## src/rtl/stream_mux_rr.sv

```systemverilog
// stream_mux_rr: N_CH-to-1 valid/ready stream multiplexer with a single
// registered output stage. A channel is chosen either by an explicit index
// (mode=0) or by round-robin arbitration starting at a rotating pointer
// (mode=1). The stage reloads in the same cycle its word is consumed, so
// throughput is one word per cycle.
//
// Ports:
//   clk        rising-edge clock
//   rst        synchronous active-high reset
//   mode       0 = fixed select via sel, 1 = round-robin
//   sel        channel index used when mode=0 (>= N_CH selects nothing)
//   in_data    channel i at bits [i*WIDTH +: WIDTH]
//   in_valid   per-channel valid
//   in_ready   per-channel ready (combinational, at most one bit set)
//   out_data   registered selected word
//   out_chan   index of the channel that supplied out_data
//   out_valid  output register holds a word
//   out_ready  consumer accepts the word
module stream_mux_rr #(
  parameter int unsigned N_CH  = 8,
  parameter int unsigned WIDTH = 8,
  localparam int unsigned SEL_W = $clog2(N_CH)
) (
  input  logic                  clk,
  input  logic                  rst,
  input  logic                  mode,
  input  logic [SEL_W-1:0]      sel,
  input  logic [N_CH*WIDTH-1:0] in_data,
  input  logic [N_CH-1:0]       in_valid,
  output logic [N_CH-1:0]       in_ready,
  output logic [WIDTH-1:0]      out_data,
  output logic [SEL_W-1:0]      out_chan,
  output logic                  out_valid,
  input  logic                  out_ready
);

  logic [WIDTH-1:0] r_data;
  logic [SEL_W-1:0] r_chan;
  logic             r_valid;
  logic [SEL_W-1:0] r_ptr;

  logic             w_load;
  logic             w_gnt_any;
  logic [SEL_W-1:0] w_gnt_idx;
  logic [SEL_W-1:0] w_cand;
  logic             w_xfer;

  // Output stage can take a word when empty or when its word leaves now.
  assign w_load = !r_valid || out_ready;

  // Grant selection: fixed index, or first valid channel scanning from r_ptr.
  always_comb begin
    w_gnt_any = 1'b0;
    w_gnt_idx = '0;
    w_cand    = '0;
    if (mode) begin
      for (int unsigned i = 0; i < N_CH; i++) begin
        w_cand = SEL_W'((32'(r_ptr) + i) % N_CH);
        if (!w_gnt_any && in_valid[w_cand]) begin
          w_gnt_any = 1'b1;
          w_gnt_idx = w_cand;
        end
      end
    end else if (32'(sel) < N_CH) begin
      w_gnt_any = in_valid[sel];
      w_gnt_idx = sel;
    end
  end

  // Ready goes only to the granted channel, never while in reset.
  always_comb begin
    in_ready = '0;
    if (w_gnt_any && w_load && !rst) begin
      in_ready[w_gnt_idx] = 1'b1;
    end
  end

  // A grant always implies the granted channel is valid.
  assign w_xfer = w_gnt_any && w_load;

  // Output register and round-robin pointer.
  always_ff @(posedge clk) begin
    if (rst) begin
      r_data  <= '0;
      r_chan  <= '0;
      r_valid <= 1'b0;
      r_ptr   <= '0;
    end else if (w_xfer) begin
      r_data  <= in_data[32'(w_gnt_idx)*WIDTH +: WIDTH];
      r_chan  <= w_gnt_idx;
      r_valid <= 1'b1;
      if (mode) begin
        r_ptr <= (32'(w_gnt_idx) == N_CH - 1) ? '0 : w_gnt_idx + SEL_W'(1);
      end
    end else if (w_load) begin
      // Consumed with nothing to replace it: data/chan keep their last value.
      r_valid <= 1'b0;
    end
  end

  assign out_data  = r_data;
  assign out_chan  = r_chan;
  assign out_valid = r_valid;

endmodule

```

## config.mk

```make
export PLATFORM = sky130hd
export DESIGN_NAME = stream_mux_rr
export DESIGN_NICKNAME = d
export VERILOG_FILES = /design/src/rtl/stream_mux_rr.sv
export SDC_FILE = /design/constraint.sdc
export NUM_CORES = 1
export LEC_CHECK = 0
export ABC_AREA = 0
export CORE_UTILIZATION = 40
export CTS_BUF_LIST = sky130_fd_sc_hd__clkbuf_4 sky130_fd_sc_hd__clkbuf_8 sky130_fd_sc_hd__clkbuf_16
export DETAILED_ROUTE_END_ITERATION = 6
export GPL_TIMING_DRIVEN = 0
export PLACE_DENSITY = 0.8
export SLEW_MARGIN = 10
export SYNTH_ARGS = -nofsm -noshare
export SYNTH_HDL_FRONTEND = slang
export SYNTH_SLANG_ARGS = --single-unit
```

## constraint.sdc

```tcl
create_clock -name clk -period 8.11 [get_ports clk]
set_clock_uncertainty 0.1 [all_clocks]
set_input_delay 1.622 -clock clk [delete_from_list [all_inputs] [get_ports clk]]
set_output_delay 1.622 -clock clk [all_outputs]
set_load 0.02 [all_outputs]
```

# == Word-level counts from Yosys, hierarchy flattened ==
# Cells that the tools add are included.
# word_totals
in_bits,79
regBits,15
elab_cells,96
out_inout_bits,20
# classes
order_cmp,11
n_reduce_logical,22
n_mux,49
eq_ne,1
n_shift,1
addsub,8
# op_table
op,count
variable part select 64 x 7 -> 8 bit,1
< comparator 3 x 4 -> 1 bit (second input constant),10
2-to-1 mux 3 bit,10
2-to-1 mux 1 bit,28
binary-select mux 1 bit (select 3 bit),9
adder 3 bit (second input constant),4
logical AND 1 bit,10
zero test 1 bit,9
2-to-1 mux 8 bit,1
adder 3 x 1 -> 3 bit (second input constant),2
adder 3 x 2 -> 3 bit (second input constant),2
demux 1 bit (select 3 bit),1
== test 3 bit (second input constant),1
>= comparator 3 x 1 -> 1 bit (second input constant),1
AND reduction 2 bit,1
nonzero test 2 bit,1
logical OR 1 bit,1

# == Depth between registers and ports, before layout ==
# Gate-level depths: netlist of the first run.
# depth
ltp_word,37
mapped_depth,20
ltp_nobuf,15

# == Worst setup path after synthesis of the first run ==
# OpenSTA, ideal clock, no wires.
# synth_path
path_type,input -> output
from,in in_valid[5]
to,out in_ready[1]
path_slack_ps,1993
stages,10
n_path_buf,2
t_required_ps,6388
arrival_time_ps,4395
path_cell_list,buf_2 > mux4_1 > mux2_4 > nor4_4 > nand3_2 > and4_1 > or3_1 > buf_4 > nor3b_1 > and3_1
# synth_via
elab_chain_len,37
elab_cells_between_ends,65
cone_classes,order compare (2); mux (46); reduce/logical (17)
# synth_rtl
item,line,rtl
from (decl),29,"input logic [N_CH-1:0] in_valid,"
binary-select mux 1 bit (select 3 bit),59,if (!w_gnt_any && in_valid[w_cand]) begin
2-to-1 mux 1 bit (implied by the code),59,
2-to-1 mux 1 bit,59,
2-to-1 mux 1 bit,56,if (mode) begin
zero test 1 bit,59,
logical AND 1 bit,59,
2-to-1 mux 1 bit,59,
2-to-1 mux 1 bit,56,
(+21 left out),-,
logical AND 1 bit,59,
2-to-1 mux 3 bit,59,
2-to-1 mux 3 bit,56,
< comparator 3 x 4 -> 1 bit (implied by the code) or >= comparator 3 x 1 -> 1 bit (tied branches),74,in_ready[w_gnt_idx] = 1'b1;
logical AND 1 bit (implied by the code),74,
2-to-1 mux 1 bit (implied by the code),74,
demux 1 bit (select 3 bit),74,
2-to-1 mux 8 bit (*),73,if (w_gnt_any && w_load && !rst) begin
to (decl),30,"output logic [N_CH-1:0] in_ready,"
# Mark *: on every way between the ends. The rest lies on a longest branch, timed or not. The select of a mux whose other input is x is not followed.

# == Worst setup path after layout of the first run ==
# layout_path
from,in in_valid[0]
to,out in_ready[7]
# Same word-level chain as after synthesis.

==> metrics.csv, run 1 <==
metric;value;unit
status;finished clean;
sum of negative setup slack;0;ns
Post-Synth XOR/XNOR Area;1.051;%
routed wire length;8089;µm
TritonRoute pass-1 iters;7;
post-synthesis mux area share;35.89;%
clock sink count;15;
row count;27;
type of origin of the critical path;primary input;
Pleak;0.001313;µW
top cells by area in the synthesized netlist;sky130_fd_sc_hd__mux4_2 (17%), sky130_fd_sc_hd__dfxtp_1 (13%), sky130_fd_sc_hd__o211ai_1 (8.2%);
type of destination of the critical path;output pin;
Area growth, synth to finish;45.77;%
top library cells by usage in the layout, fill and taps aside;sky130_fd_sc_hd__clkdlybuf4s50_1 (95), sky130_fd_sc_hd__o211ai_1 (26), sky130_fd_sc_hd__nor2_1 (22);
hold-fix buffers at CTS;0;
total global-route track usage;26.41;%
starting utilization of the core area;42.46;%
setup repair after global routing missed its margin;false;
worst path setup slack after routing;0.5589;ns
Num CTS Buffers;3;
type of the most critical hold path;reg2reg;
proportion of layout cells with a drive suffix above 1;15.38;%
fraction of registers with async set or reset after synthesis;0;%
maximum clock insertion buffer count;2;
number of antenna violations at the first check in global routing;0;
final routed DRC violation total;0;
count of nets after finishing;448;
category of the critical setup timing path;in2out;
final estimated routing congestion in global placement;0.9080;
portion of the clock cycle consumed by the worst path in the final layout;93.11;%
Adder-Cell Fraction of Synth Area;2.102;%
EDFF count, synth;0;
worst relative slew slack;49.35;%
post-synthesis cell area;2381;µm²
Filler Cell Count;498;
worst hold slack after final layout;0.3979;ns
Slew @ Worst Pin;0.7597;ns
post-CTS setup buffer count;0;
Synth Area per Inst;8.985;µm²
simple-gate portion of the synthesized area;16.45;%
footprint of the flip-flops and latches;300.3;µm²
fraction of the mapped netlist area in compound gates;22.81;%
total of buffers placed on input and output ports;95;
clock tree from TritonCTS;done;
WP data arrival;5.83;ns
count of final max-slew check failures;0;
initial DRC count;166;
Maximum Capacitance Violations;0;
number of register bits inferred by synthesis;15;
Total Die Area;6265;µm²
total power consumption of the routed design;643.0;µW
Hold Vio Cnt, Final;0;
routed len/inst;18.55;µm
Skew-Pair Late Insertion Delay;0.26;ns
# IOs;99;
maximum number of pins on one net before global-route repair;11;
required time reported for the critical path endpoint;6.39;ns
worst-case setup slack after placement;0.5870;ns
synthesized instance count;265;
peak fanout along the critical path;10;
clock transition time at the flip-flop clock pins of the worst setup and hold paths;0.06;ns
most common flop cell mapped by yosys;sky130_fd_sc_hd__dfxtp_1;
final worst path period need;7.551;ns
post-synth top area share;17.03;%
post-detailed-placement half-perimeter wirelength;6409;µm
multi-input gate area in the final layout;1864;µm²
register area share after synthesis;12.61;%
post-route antenna net violation count;0;
CTS HTree Levels;1;
maximum ir drop on the vdd rail;0.09694;mV
die width;79.15;µm
Max Fclk;132.4;MHz
Root Buffer Master;sky130_fd_sc_hd__clkbuf_8;
final global-route overflow total;0;
CORE AREA;5608;µm²
cell type with the largest total area after synthesis;sky130_fd_sc_hd__mux4_2;
Cell Pwr Density;185.2;nW/µm²
Final Setup Violations;0;
distinct cell type count of the synthesized netlist;56;
final antenna diode count;0;
via count of the first global-routing pass;2560;
net count after synthesis;348;
post-detailed-route via-to-cell ratio;5.998;
dominant combinational cell family by area after synthesis;multiplexers;
global-route wire length before repair;12880;µm
total of cells resized after clock tree synthesis;0;
most common cell after layout, fill and taps aside;sky130_fd_sc_hd__clkdlybuf4s50_1;
Die Y-Extent;79.15;µm
Synth warnings;0;
total via count in the routed design;2615;
==> synth_stat cells, types with 9 or more instances <==
master                      n
sky130_fd_sc_hd__o211ai_1  26
sky130_fd_sc_hd__nor2_1    22
sky130_fd_sc_hd__mux4_2    18
sky130_fd_sc_hd__inv_1     16
sky130_fd_sc_hd__mux2i_1   16
sky130_fd_sc_hd__dfxtp_1   15
sky130_fd_sc_hd__nand2_1   15
sky130_fd_sc_hd__clkbuf_1  12
sky130_fd_sc_hd__mux2_2    12
sky130_fd_sc_hd__a311oi_1   9
==> path summary, 6_finish.rpt <==
path / from / to / slack, ns / cells after the start
min: out_valid$_SDFFE_PP0P_ / out_valid$_SDFFE_PP0P_ / 0.40 / 2
min reg2reg: out_valid$_SDFFE_PP0P_ / out_valid$_SDFFE_PP0P_ / 0.40 / 2
max reg2reg: r_ptr[1]$_SDFFE_PP0P_ / r_ptr[2]$_SDFFE_PP0P_ / 3.25 / 17
max: in_valid[0] / in_ready[7] / 0.56 / 12
==> final cells by class <==
type                       count  area share [%]
inverter                      18           2.091
multi-input combinational    207           53.71
tap                           72           2.596
sequential                    15           8.652
buffer                        25           4.146
clock buffer                   4           1.406
timing repair buffer          95           27.40
==> kinds of logic (layout without fill, tap and decap cells) <==
group                    after synthesis  in the layout
AO/OA/AOI/OAI                         72             72
AND/OR/NAND/NOR                       74             74
multiplexers                          55             55
XOR/XNOR                               2              2
adder cells (fa/ha/maj)                4              4
buffers and inverters                 43            142
flip-flops                            15             15
==> metrics by stage <==
step	cell area, µm²	std cells	utilization [%]
after floorplan	2381	265	-
after global placement	3422	432	61.02
after detailed placement	3422	432	61.02
after CTS	3471	436	61.89
after global routing	3471	436	61.89
final	3471	436	61.89
==> state kept, by name, indices dropped and copies added, names as in the netlist <==
register and flops:
out_data 8, out_chan 3, r_ptr 3, out_valid 1
==> worst max-delay path, stage by stage <==
cell                              delay (ns)
sky130_fd_sc_hd__clkdlybuf4s50_1        0.58
sky130_fd_sc_hd__mux4_1                 0.71
sky130_fd_sc_hd__mux2_4                 0.36
sky130_fd_sc_hd__nor4_4                 0.39
sky130_fd_sc_hd__and2_1                 0.25
sky130_fd_sc_hd__nand4_1                0.12
sky130_fd_sc_hd__a31oi_1                0.43
sky130_fd_sc_hd__inv_1                  0.10
sky130_fd_sc_hd__buf_2                  0.23
sky130_fd_sc_hd__clkbuf_1               0.27
sky130_fd_sc_hd__and3_1                 0.22
sky130_fd_sc_hd__clkdlybuf4s50_1        0.54
==> power breakdown <==
part           internal [µW]  switching [µW]  leakage [µW]  total, µW
logic                    231             248       0.00116        479
clock network           38.3            29.4     0.0000262       67.6
registers               87.0            9.22      0.000124       96.2
total                    356             287       0.00131        643
==> metal layers <==
layer | wire (µm) | track usage [%] | up-vias
met5 | 0 | 0 | -
met4 | 146 | 6.000 | 0
met3 | 511 | 4.943 | 19
met2 | 4101 | 43.71 | 114
met1 | 3329 | 35.44 | 1251
li1 | - | - | 1231
Power figures use the tool's default switching activity.
==> run 2, diff against run 1 <==
--- a/config.mk
+++ b/config.mk
@@ -11,4 +11,5 @@
 export DETAILED_ROUTE_END_ITERATION = 6
 export GPL_TIMING_DRIVEN = 0
+export MAX_ROUTING_LAYER = met4
 export PLACE_DENSITY = 0.8
 export SLEW_MARGIN = 10
==> constraint.sdc (replaced) <==
create_clock -name clk -period 8.11 [get_ports clk]
set_clock_uncertainty 0.1 [all_clocks]
set_input_delay 0.811 -clock clk [delete_from_list [all_inputs] [get_ports clk]]
set_output_delay 0.811 -clock clk [all_outputs]
set_load 0.02 [all_outputs]
==> run 2 against run 1 <==
  * Routed wire length fell by 0.89%
  * Count of clock-buffer cells in the layout did not move
  * Sequential power about the same
  * Hold slack gained 0.0028 ns
  * Highest routed layer unchanged
  * Combinational power barely moved
  * Register-to-register slack improved by 0.10 ns
  * Via count hardly changed
  * Non-clock buffer count is the same
  * Largest cell class unchanged
==> metrics.csv, run 2 (synthesized netlist as in run 1, its figures left out) <==
metric;value;unit
final routed DRC violation total;0;
sum of negative setup slack;0;ns
status;finished clean;
maximum number of pins on one net before global-route repair;11;
worst relative slew slack;49.78;%
final worst path period need;5.922;ns
total via count in the routed design;2617;
category of the critical setup timing path;reg2out;
non-filler instance count after layout;436;
type of destination of the critical path;output pin;
post-detailed-placement half-perimeter wirelength;6308;µm
post-route antenna net violation count;0;
Filler Cell Count;488;
clock tree from TritonCTS;done;
total of buffers placed on input and output ports;95;
count of final max-slew check failures;0;
most common cell after layout, fill and taps aside;sky130_fd_sc_hd__clkdlybuf4s50_1;
r2r startpoint;r_ptr[1]$_SDFFE_PP0P_;
type of origin of the critical path;register;
total global-route track usage;27.06;%
Final Setup Violations;0;
Root Buffer Master;sky130_fd_sc_hd__clkbuf_8;
Cell Pwr Density;184.5;nW/µm²
global-route track usage on met3;4.253;%
hold-fix buffers at CTS;0;
Die Y-Extent;79.15;µm
total of cells resized after clock tree synthesis;0;
routed wire length;8017;µm
reg2reg end;r_ptr[2]$_SDFFE_PP0P_;
routing usage on met2;43.36;%
final estimated routing congestion in global placement;0.9213;
layer with the highest usage;met2;
Slew @ Worst Pin;0.7533;ns
type of the most critical hold path;reg2reg;
clock transition time at the flip-flop clock pins of the worst setup and hold paths;0.06;ns
proportion of layout cells with a drive suffix above 1;15.38;%
Num CTS Buffers;3;
starting utilization of the core area;42.46;%
cell at the slowest stage of the critical path;sky130_fd_sc_hd__a221oi_2;
routed len/inst;18.39;µm
top library cells by usage in the layout, fill and taps aside;sky130_fd_sc_hd__clkdlybuf4s50_1 (95), sky130_fd_sc_hd__o211ai_1 (26), sky130_fd_sc_hd__nor2_1 (22);
kind of cell adding the most delay to the critical path;buffers and inverters;
CORE AREA;5608;µm²
placed cell count;432;
# IOs;99;
end-of-flow core utilization;61.89;%
Worst Setup EP;in_ready[1];
number of antenna violations at the first check in global routing;0;
Total Die Area;6265;µm²
setup repair after global routing missed its margin;false;
Hold Vio Cnt, Final;0;
final global-route overflow total;0;
worst reg-to-reg setup slack;3.35;ns
number of flip-flops in the largest register;8;
Skew-Pair Late Insertion Delay;0.25;ns
via count of the first global-routing pass;2522;
CP bufs+invs;6;
Maximum Capacitance Violations;0;
worst path cell trace;buf_2 -> inv_1 -> ha_1 -> buf_2 -> buf_2 -> mux4_2 -> mux2_4 -> nor2_1 -> o211ai_1 -> a221oi_2 -> o21a_4 -> clkbuf_1 -> and3_1 -> clkdlybuf4s50_1;
post-detailed-route via-to-cell ratio;6.002;
TritonRoute pass-1 iters;4;
longest individual stage delay on the worst path;0.67;ns
count of nets after finishing;448;
footprint of the flip-flops and latches;300.3;µm²
die width;79.15;µm
Pleak;0.001313;µW
post-CTS setup buffer count;0;
final antenna diode count;0;
Max Fclk;168.9;MHz
Stages on worst setup path;14;
required time reported for the critical path endpoint;7.20;ns
WP data arrival;5.01;ns
Area growth, synth to finish;45.77;%
global-route track usage on met1;34.98;%
portion of the clock cycle consumed by the worst path in the final layout;73.02;%
depth of the worst register-to-register path;16;
multi-input gate area in the final layout;1864;µm²
row count;27;
maximum clock insertion buffer count;2;
CTS HTree Levels;1;
clock sink count;15;
global-route wire length before repair;12810;µm
initial DRC count;229;
most used cell along the critical path;sky130_fd_sc_hd__buf_2;
maximum ir drop on the vdd rail;0.1222;mV
critical path startpoint;r_ptr[1]$_SDFFE_PP0P_;
peak fanout along the critical path;10;
[run 2: worst min path at each step]
stage,startpoint,end,slack (ns),cells past startpoint
floorplan,out_valid$_SDFFE_PP0P_,out_valid$_SDFFE_PP0P_,0.46,2
global placement,out_chan[0]$_SDFFE_PP0P_,out_chan[0]$_SDFFE_PP0P_,0.38,2
CTS,out_data[5]$_SDFFE_PP0P_,out_data[5]$_SDFFE_PP0P_,0.40,2
detailed placement,out_data[5]$_SDFFE_PP0P_,out_data[5]$_SDFFE_PP0P_,0.39,2
finish,out_data[5]$_SDFFE_PP0P_,out_data[5]$_SDFFE_PP0P_,0.40,2
global route,out_data[7]$_SDFFE_PP0P_,out_data[7]$_SDFFE_PP0P_,0.43,2
[run 2: final cells by class]
type	instances	share of cell area, %
inverters	18	2.091
flip-flops and latches	15	8.652
repair buffers	95	27.40
plain buffers	25	4.146
well taps	72	2.596
clock buffers	4	1.406
multi-input cells	207	53.71
[run 2: per-stage QoR]
| step | setup slack (ns) | area, µm² | hold slack, ns | power, µW |
|---|---|---|---|---|
| 5_1_grt | 1.803 | 3471 | 0.4290 | 688.7 |
| 2_1_floorplan | 3.467 | 2381 | 0.4629 | 431.7 |
| 3_3_place_gp | 2.305 | 3422 | 0.3826 | 559.9 |
| 3_5_place_dp | 2.209 | 3422 | 0.3931 | 569.6 |
| 4_1_cts | 2.174 | 3471 | 0.4019 | 636.7 |
| 6_report | 2.188 | 3471 | 0.4006 | 640.4 |
[run 2: per-layer routing]
layer  vias up  wire length, µm  part of all wire (%)
li1       1238                -                     -
met1      1240             3338                    42
met2       118             4020                    50
met3        21              497                   6.2
met4         0              161                   2.0
met5         -                0                     0
[run 2: where the power goes]
group / total (µW) / switching (µW) / internal (µW)
clock network: 66.4 / 28.2 / 38.2
logic: 478 / 247 / 231
registers: 95.9 / 8.91 / 87.0
[run 2: worst reg2reg max path, cell delays in order, from the launching register on]
cell,delay (ns)
sky130_fd_sc_hd__dfxtp_1,0.44
sky130_fd_sc_hd__buf_2,0.27
sky130_fd_sc_hd__inv_1,0.12
sky130_fd_sc_hd__ha_1,0.29
sky130_fd_sc_hd__buf_2,0.21
sky130_fd_sc_hd__mux4_2,0.58
sky130_fd_sc_hd__mux2_2,0.33
sky130_fd_sc_hd__nor4_4,0.39
sky130_fd_sc_hd__and2_1,0.25
sky130_fd_sc_hd__nand4_1,0.11
sky130_fd_sc_hd__a31oi_1,0.40
sky130_fd_sc_hd__inv_1,0.10
sky130_fd_sc_hd__buf_2,0.23
sky130_fd_sc_hd__clkbuf_1,0.26
sky130_fd_sc_hd__ha_1,0.36
sky130_fd_sc_hd__mux2i_1,0.13
sky130_fd_sc_hd__nor2_1,0.06
==> run 3, diff against run 2 <==
PLACE_DENSITY = 0.83   (was 0.8)
clock period = 4.9 ns   (was 8.11 ns; I/O delays follow)
==> run 3 against run 2 <==
  * Sequential power up 68%
  * Power is 75% higher
  * Non-clock buffer count is 7 higher
  * Register-to-register slack worse by 2.8 ns
  * Setup slack got worse by 2.0 ns
  * Via count grew 3.5%
  * Highest routed layer unchanged
  * Hold slack gained 0.0022 ns
  * Count of clock-buffer cells in the layout is the same
  * Routed wire length increased by 2.2%
  * Global-route usage is 0.91 points lower
  * Critical endpoint is now in_ready[2]
  * Die area did not move
  * Sequential cell count unchanged
==> metrics.csv, run 3 (synthesized netlist as in run 1, its figures left out) <==
metric;value;unit
number of flip-flops in the largest register;8;
most common cell after layout, fill and taps aside;sky130_fd_sc_hd__clkdlybuf4s50_1;
Max Fclk;211.0;MHz
global-route wire length before repair;12480;µm
total of buffers placed on input and output ports;95;
sum of negative setup slack;0;ns
worst relative slew slack;61.24;%
depth of the worst register-to-register path;17;
r2r startpoint;r_ptr[0]$_SDFFE_PP0P_;
Maximum Capacitance Violations;0;
status;finished clean;
die width;79.15;µm
Int Power;626.0;µW
post-detailed-route via-to-cell ratio;6.113;
maximum number of pins on one net before global-route repair;20;
proportion of layout cells with a drive suffix above 1;20.75;%
worst path cell trace;buf_8 -> clkinvlp_4 -> ha_1 -> buf_6 -> mux4_2 -> mux2_4 -> nor4_4 -> and2_1 -> a31oi_1 -> or3_1 -> buf_4 -> clkinv_1 -> nor3b_1 -> and3_1 -> clkdlybuf4s15_1;
setup repair after global routing missed its margin;false;
routed len/inst;18.49;µm
power share of the clock group;9.8;%
cell at the slowest stage of the critical path;sky130_fd_sc_hd__mux4_2;
origin of the worst min-delay path;out_chan[2]$_SDFFE_PP0P_;
Skew-Pair Late Insertion Delay;0.25;ns
clock sink count;15;
Root Buffer Master;sky130_fd_sc_hd__clkbuf_8;
maximum clock insertion buffer count;2;
total global-route track usage;26.15;%
longest individual stage delay on the worst path;0.55;ns
end point of the most critical hold path;out_chan[2]$_SDFFE_PP0P_;
routed wire length;8190;µm
Num CTS Buffers;3;
Total Die Area;6265;µm²
worst reg-to-reg setup slack;0.59;ns
required time reported for the critical path endpoint;4.31;ns
Slew @ Worst Pin;0.5814;ns
final routed DRC violation total;0;
peak fanout along the critical path;10;
non-filler instance count after layout;443;
Die Y-Extent;79.15;µm
portion of the clock cycle consumed by the worst path in the final layout;96.70;%
routing usage on met2;41.81;%
number of antenna violations at the first check in global routing;0;
maximum ir drop on the vdd rail;0.2296;mV
Cell Pwr Density;312.6;nW/µm²
proportion of total power due to net switching;44.00;%
Pleak;0.001380;µW
category of the critical setup timing path;reg2out;
relative contribution of sequential cells to total power;14.4;%
count of nets after finishing;455;
Final Setup Violations;0;
via count of the first global-routing pass;2477;
final estimated routing congestion in global placement;0.9276;
switching power summed over all nets;491.9;µW
Hold Crit Depth;2;
global-route track usage on met1;34.45;%
initial DRC count;248;
row count;27;
total via count in the routed design;2708;
WP data arrival;4.15;ns
reg2reg end;r_ptr[2]$_SDFFE_PP0P_;
# IOs;99;
placed cell count;432;
hold-fix buffers at CTS;0;
count of final max-slew check failures;0;
type of destination of the critical path;output pin;
clock tree from TritonCTS;done;
final antenna diode count;0;
critical path startpoint;r_ptr[0]$_SDFFE_PP0P_;
post-route antenna net violation count;0;
starting utilization of the core area;42.46;%
worst path setup slack after routing;0.1618;ns
global-route track usage on met3;3.333;%
CTS HTree Levels;1;
worst-case setup slack after placement;-0.4224;ns
layer with the highest usage;met2;
final global-route overflow total;0;
CORE AREA;5608;µm²
post-detailed-placement half-perimeter wirelength;6281;µm
type of origin of the critical path;register;
type of the most critical hold path;reg2reg;
top library cells by usage in the layout, fill and taps aside;sky130_fd_sc_hd__clkdlybuf4s50_1 (87), sky130_fd_sc_hd__o211ai_1 (26), sky130_fd_sc_hd__nor2_1 (22);
final worst path period need;4.738;ns
part of the total power dissipated in combinational logic;75.9;%
clock transition time at the flip-flop clock pins of the worst setup and hold paths;0.06;ns
Area growth, synth to finish;50.18;%
Hold Vio Cnt, Final;0;
TritonRoute pass-1 iters;5;
## run 3: critical path: cells and delay by family (launching register included)
| kind | cells | cell delay, ns |
|---|---|---|
| AOI/OAI and AO/OA | 1 | 0.13 |
| adders and majority gates | 1 | 0.30 |
| buffers and inverters | 6 | 0.95 |
| DFF | 1 | 0.39 |
| muxes | 2 | 0.88 |
| and+or+nand+nor | 5 | 1.26 |
## run 3: final cells by class
class / instances / area (µm²)
multi-input combinational: 207 / 1903
sequential: 15 / 307.8
clock buffer: 4 / 48.80
timing repair buffer: 103 / 983.4
buffer: 24 / 166.4
inverter: 18 / 76.32
tap: 72 / 90.09
fill: 472 / 2032
## run 3: worst max path at each step
stage                              to  slack, ns  cells past startpoint
after detailed placement  in_ready[1]      -0.42                     14
after global placement    in_ready[4]      -0.38                     15
after global routing      in_ready[2]      0.006                     15
final                     in_ready[2]       0.16                     15
after floorplan           in_ready[1]       0.58                     13
after CTS                 in_ready[5]      0.006                     15
## run 3: through the flow
step	utilization (%)	area, µm²	total power (µW)	hold slack, ns
floorplan	-	2381	714.5	0.4629
global placement	61.02	3422	925.4	0.3853
detailed placement	61.02	3422	940.7	0.3942
CTS	62.74	3518	1075	0.4024
global route	63.77	3576	1181	0.4246
finish	63.77	3576	1118	0.4028
## run 3: metal layers
| layer | vias up | routed length [µm] |
|---|---|---|
| met5 | - | 0 |
| met3 | 15 | 523 |
| li1 | 1252 | - |
| met2 | 134 | 4133 |
| met4 | 0 | 130 |
| met1 | 1307 | 3402 |
## run 3: repair_timing
action,4_1_cts,5_1_grt
pin swaps,1,3
setup endpoints to repair,8,8
buffers inserted,1,7
resized for setup,27,19
## run 3: power groups by stage
stage	clock (µW)	combinational (µW)	sequential, µW
3_5_place_dp	0	779	161
4_1_cts	109	806	159
2_1_floorplan	0	534	181
5_1_grt	116	903	163
3_3_place_gp	0	765	160
6_report	109	848	161
